File: src/rtl/color_round_ctrl.sv
// Round controller for the color-guessing game: requests a target from the random
// generator, shows it, judges the player's guess and keeps score and lives.
module color_round_ctrl #(
    parameter int CHANGE_CYCLES = 50_000_000,
    parameter int SHOW_CYCLES   = 50_000_000,
    parameter int GUESS_CYCLES  = 150_000_000,
    parameter int RESULT_CYCLES = 50_000_000,
    parameter int LIVES         = 3,
    parameter int MAX_SCORE     = 99
) (
    input  logic       clk,
    input  logic       rst,
    input  logic       start,
    input  logic       submit,
    input  logic [2:0] guess,
    input  logic [2:0] color,
    output logic       change,
    output logic [2:0] led_rgb,
    output logic [6:0] score,
    output logic [1:0] lives,
    output logic       hit,
    output logic       miss,
    output logic       game_over
);

    localparam int MAX_AB  = (CHANGE_CYCLES > SHOW_CYCLES) ? CHANGE_CYCLES : SHOW_CYCLES;
    localparam int MAX_CD  = (GUESS_CYCLES > RESULT_CYCLES) ? GUESS_CYCLES : RESULT_CYCLES;
    localparam int MAX_CYC = (MAX_AB > MAX_CD) ? MAX_AB : MAX_CD;
    localparam int TW      = (MAX_CYC > 1) ? $clog2(MAX_CYC) : 1;

    localparam logic [TW-1:0] LD_CHANGE = TW'(CHANGE_CYCLES - 1);
    localparam logic [TW-1:0] LD_SHOW   = TW'(SHOW_CYCLES - 1);
    localparam logic [TW-1:0] LD_GUESS  = TW'(GUESS_CYCLES - 1);
    localparam logic [TW-1:0] LD_RESULT = TW'(RESULT_CYCLES - 1);

    typedef enum logic [2:0] {
        S_IDLE   = 3'd0,
        S_NEXT   = 3'd1,
        S_SHOW   = 3'd2,
        S_GUESS  = 3'd3,
        S_HIT    = 3'd4,
        S_MISS   = 3'd5,
        S_RESULT = 3'd6,
        S_OVER   = 3'd7
    } state_t;

    state_t        state_q, state_d;
    logic [TW-1:0] timer_q, timer_d;
    logic [2:0]    target_q, target_d;
    logic [6:0]    score_q, score_d;
    logic [1:0]    lives_q, lives_d;
    logic          start_prev_q, start_prev_d;
    logic          submit_prev_q, submit_prev_d;
    logic          change_q, change_d;
    logic [2:0]    led_q, led_d;
    logic          hit_q, hit_d;
    logic          miss_q, miss_d;
    logic          over_q, over_d;
    logic          start_rise_s, submit_rise_s, expired_s;

    // Next-state, timer, score/lives and registered-output computation
    always_comb begin
        state_d       = state_q;
        timer_d       = (timer_q != {TW{1'b0}}) ? (timer_q - TW'(1)) : timer_q;
        target_d      = target_q;
        score_d       = score_q;
        lives_d       = lives_q;
        start_prev_d  = start;
        submit_prev_d = submit;
        start_rise_s  = start & ~start_prev_q;
        submit_rise_s = submit & ~submit_prev_q;
        expired_s     = (timer_q == {TW{1'b0}});

        case (state_q)
            S_IDLE, S_OVER: begin
                if (start_rise_s) begin
                    state_d = S_NEXT;
                    timer_d = LD_CHANGE;
                    score_d = 7'd0;
                    lives_d = 2'(LIVES);
                end else begin
                    state_d = state_q;
                end
            end
            S_NEXT: begin
                if (expired_s) begin
                    target_d = color;
                    // Black is never a valid target: request another color.
                    if (color == 3'b000) begin
                        timer_d = LD_CHANGE;
                    end else begin
                        state_d = S_SHOW;
                        timer_d = LD_SHOW;
                    end
                end else begin
                    state_d = S_NEXT;
                end
            end
            S_SHOW: begin
                if (expired_s) begin
                    state_d = S_GUESS;
                    timer_d = LD_GUESS;
                end else begin
                    state_d = S_SHOW;
                end
            end
            S_GUESS: begin
                if (submit_rise_s) begin
                    state_d = (guess == target_q) ? S_HIT : S_MISS;
                    timer_d = {TW{1'b0}};
                end else if (expired_s) begin
                    state_d = S_MISS;
                    timer_d = {TW{1'b0}};
                end else begin
                    state_d = S_GUESS;
                end
            end
            S_HIT: begin
                score_d = (score_q >= 7'(MAX_SCORE)) ? 7'(MAX_SCORE) : (score_q + 7'd1);
                state_d = S_RESULT;
                timer_d = LD_RESULT;
            end
            S_MISS: begin
                lives_d = (lives_q != 2'd0) ? (lives_q - 2'd1) : 2'd0;
                if (lives_q <= 2'd1) begin
                    state_d = S_OVER;
                end else begin
                    state_d = S_RESULT;
                    timer_d = LD_RESULT;
                end
            end
            S_RESULT: begin
                if (expired_s) begin
                    state_d = S_NEXT;
                    timer_d = LD_CHANGE;
                end else begin
                    state_d = S_RESULT;
                end
            end
            default: begin
                state_d = S_IDLE;
                timer_d = {TW{1'b0}};
            end
        endcase

        change_d = (state_q == S_NEXT);
        hit_d    = (state_q == S_HIT);
        miss_d   = (state_q == S_MISS);
        over_d   = (state_q == S_OVER);
        case (state_q)
            S_SHOW, S_RESULT: led_d = target_q;
            S_OVER:           led_d = 3'b111;
            default:          led_d = 3'b000;
        endcase
    end

    // State, timer, game data and output registers with synchronous reset
    always_ff @(posedge clk) begin
        if (rst) begin
            state_q       <= S_IDLE;
            timer_q       <= {TW{1'b0}};
            target_q      <= 3'b000;
            score_q       <= 7'd0;
            lives_q       <= 2'(LIVES);
            start_prev_q  <= 1'b0;
            submit_prev_q <= 1'b0;
            change_q      <= 1'b0;
            led_q         <= 3'b000;
            hit_q         <= 1'b0;
            miss_q        <= 1'b0;
            over_q        <= 1'b0;
        end else begin
            state_q       <= state_d;
            timer_q       <= timer_d;
            target_q      <= target_d;
            score_q       <= score_d;
            lives_q       <= lives_d;
            start_prev_q  <= start_prev_d;
            submit_prev_q <= submit_prev_d;
            change_q      <= change_d;
            led_q         <= led_d;
            hit_q         <= hit_d;
            miss_q        <= miss_d;
            over_q        <= over_d;
        end
    end

    assign change    = change_q;
    assign led_rgb   = led_q;
    assign score     = score_q;
    assign lives     = lives_q;
    assign hit       = hit_q;
    assign miss      = miss_q;
    assign game_over = over_q;

endmodule
File: config.mk
export PLATFORM = sky130hd
export DESIGN_NAME = color_round_ctrl
export DESIGN_NICKNAME = d
export VERILOG_FILES = /design/src/rtl/color_round_ctrl.sv
export SDC_FILE = /design/constraint.sdc
export NUM_CORES = 1
export LEC_CHECK = 0
export CAP_MARGIN = 20
export CORE_MARGIN = 2
export CORE_UTILIZATION = 40
export DETAILED_ROUTE_END_ITERATION = 8
export SLEW_MARGIN = 20
export SYNTH_ARGS = -nofsm -noshare
export SYNTH_HDL_FRONTEND = slang
export SYNTH_SLANG_ARGS = --single-unit
File: constraint.sdc
create_clock -name clk -period 4.93 [get_ports clk]
set_input_delay 0.986 -clock clk [delete_from_list [all_inputs] [get_ports clk]]
set_output_delay 0.986 -clock clk [all_outputs]
set_load 0.1 [all_outputs]
==> flow_summary.yaml <==
routing:
  drtAntennaViolNets: 0
  drt_iter0_markers: 150
  num_vias: 2454
  via_per_inst: 5.59
  dr.pass1.iters: 4
  wl_per_cell_um: 14.9
  post-route-drc-count: 0
  wirelength_um: 6560
logic_synthesis:
  synthFlopType: "dfxtp_1"
  yosysMostFrequentCell: "dfxtp_1"
  muxShareOfSynthArea_pct: 0.780
  synth_nets: 352
  yosys.area_share.xor_xnor_pct: 7.07
  synth-edff-count: 0
  synth.area.top_cells: "dfxtp_1 38%, o21ai_0 6.1%, a21oi_1 5.5%"
  yosys.area.top_type: "dfxtp_1"
  synth_compound_area_share_pct: 20.5
  synth-adder-area-share_pct: 1.84
  ys_seq_area_share_pct: 38.2
  yosys-top-cells-count: "52 x dfxtp_1, 33 x o21ai_0, 32 x nand2_1, 30 x a21oi_1, 29 x nor2_1"
  async_reset_ff_share_pct: 0
  synthDistinctLibCells: 53
  synth_top_family_by_area: "simple AND/OR/NAND/NOR gates"
  avgSynthCellArea_um2: 8.07
  synth-simple-area-share_pct: 27.9
  syn_area_um2: 2730
  syn_inst: 338
  synth_top_area_share_pct: 38.2
  ys_seq_elements: 52
  yosys_warnings: 0
critical_path:
  required_ns: 5.11
  critical_path.top_delay_family: "simple AND/OR/NAND/NOR gates"
  path_cells: "inv_1 -> ha_1 -> nor3b_1 -> nand4_1 -> nor3_4 -> buf_4 -> inv_2 -> ha_1 -> nand2_1 -> o32ai_1 -> a22oi_1 -> a31oi_1 -> a211oi_1"
  cp-end-kind: "flip-flop"
  critPathMostFrequentCell: "ha_1"
  critPathMaxStageDelay_ns: 0.34
  cp.arrival_ns: 3.27
  path_max_fanout: 26
  worst-path-buf-inv: 3
  crit_type: "flip-flop to flip-flop"
  startpoint_type: "flip-flop"
  cpMaxStageDelayCell: "dfxtp_1"
clock_tree:
  cts_setup_buffers: 0
  h-tree-depth: 2
  clockBufferDepth: 2
  clk_latency_ns: 0.30
  cts_buffers: 5
  root_buffer: "clkbuf_8"
  cts_num_sinks: 52
  postCtsResizedCells: 0
  clk_pin_slew_ns: 0.09
  postCtsHoldBufs: 0
  cts_tree: "done"
grt:
  gr-total-overflow: 0
  grt_max_degree: 27
  antenna_found_initial: 0
  grt_use_total_pct: 18.2
  grt_pass1_wl_um: 11000
  grt_pass1_vias: 2246
sta:
  rsz0062_at_grt: "false"
  setup_violations: 0
  hold_viol: 0
  clock_skew_ns: 0.00641
  worst_slew_pin_slew_ns: 0.970
  hold_slack_ns: 0.486
  fin_ws_ns: 1.83
  finalCriticalPeriod_ns: 3.10
  tns_ns: 0
  period_share_pct: 62.8
  max_slew_margin_pct: 35.1
  slew_violations: 0
  fmax_mhz: 323
placed_design:
  dp_hpwl_um: 4700
  place_ws_ns: 1.86
  port_buffers: 25
  dpl_cell_area_um2: 3020
  gp_congestion: 0.895
die:
  core_area_um2: 6680
  rows: 30
  start_util_pct: 40.8
  dieHeight_um: 86.6
  die_w_um: 86.6
  ios: 26
  die_area_um2: 7490
final_layout:
  antenna-diode-count: 0
  design_area_um2: 3110
  layout-drive-gt1-share_pct: 6.13
  fill_cells: 687
  fin_util_pct: 46.6
  fin_nets: 372
  area_delta_synth_final_pct: 14.1
  seqCellArea_um2: 1040
  multi_input_area_um2: 1580
hold_path:
  hold_class: "flip-flop to flip-flop"
power:
  pwr_density_cell_nw_per_um2: 358
  ir_drop_mv: 0.126
  p_leak_uw: 0.00102
status:
  status: "completed"
flow_run:
  cap_violations: 0
-- logic make-up after synthesis --
family,after synthesis
and+or+nand+nor,141
AOI/OAI and AO/OA,94
DFF,52
buffers and inverters,23
xor gates and xnor gates,22
adders and majority gates,4
muxes,2
-- metal layers --
layer / wire length (um) / up-vias / GRT usage (%)
li1: - / 1258 / -
met1: 3240 / 1154 / 25.4
met2: 3100 / 38 / 28.4
met3: 178 / 4 / 3.90
met4: 43 / 0 / 5.11
met5: 0 / - / 0
-- path summary, 6_finish.rpt --
path / cells after the start / to / from / slack (ns)
max: 13 / timer_q[0] / timer_q[0] / 1.83
min: 2 / timer_q[18] / timer_q[18] / 0.49
max reg2reg: 13 / timer_q[0] / timer_q[0] / 1.83
min reg2reg: 2 / timer_q[18] / timer_q[18] / 0.49
-- worst register-to-register path, cell delays in order, from the launching register on --
cell and delay [ns]:
dfxtp_1 0.34, inv_1 0.09, ha_1 0.20, nor3b_1 0.34, nand4_1 0.28, nor3_4 0.18
buf_4 0.31, inv_2 0.19, ha_1 0.33, nand2_1 0.05, o32ai_1 0.28, a22oi_1 0.13
a31oi_1 0.17, a211oi_1 0.07
-- cells in the final DEF, fill, tap and decap left out, drive strengths merged, types with 3 or more instances in the layout --
| cell | netlist | layout |
|---|---|---|
| xnor2 | 15 | 15 |
| a21oi | 30 | 30 |
| nor2 | 29 | 29 |
| dfxtp | 52 | 52 |
| a211oi | 3 | 3 |
| nor3 | 16 | 16 |
| a31oi | 5 | 5 |
| o21ai | 35 | 35 |
| nor4 | 13 | 13 |
| o22ai | 3 | 3 |
| clkbuf | 9 | 8 |
| or4 | 5 | 5 |
| ha | 4 | 4 |
| inv | 8 | 8 |
| or3 | 7 | 7 |
| a22oi | 3 | 3 |
| xor2 | 7 | 7 |
| nand3 | 10 | 10 |
| clkdlybuf4s50 | 0 | 25 |
| nor3b | 4 | 4 |
| nor2b | 8 | 8 |
| nand2 | 33 | 33 |
| nand2b | 7 | 7 |
-- registers in the layout, indices dropped and copies added (netlist names) --
signal	count
timer_q	28
score	7
led_rgb	3
state_q	3
target_q	3
lives	2
change	1
game_over	1
hit	1
miss	1
start_prev_q	1
submit_prev_q	1
-- metrics by stage --
stage | instances | power [uW]
3_3_place_gp | 431 | 868
6_report | 439 | 1110
2_1_floorplan | 338 | 790
3_5_place_dp | 431 | 870
5_1_grt | 439 | 1190
4_1_cts | 439 | 1120
-- report_power, final --
part           leakage (uW)  internal (uW)  switching, uW
combinational      0.000547            138            189
sequential         0.000426            474           63.5
clock             0.0000455            115            135
total               0.00102            727            387
-- layout make-up --
cell class	count	share of cell area [%]
Clock buffer	8	2.90
Inverter	9	1.09
Multi-Input combinational cell	263	50.8
Sequential cell	52	33.5
Tap cell	80	3.22
Timing Repair Buffer	27	8.52
Note: power is estimated with default switching activity, not from simulation.
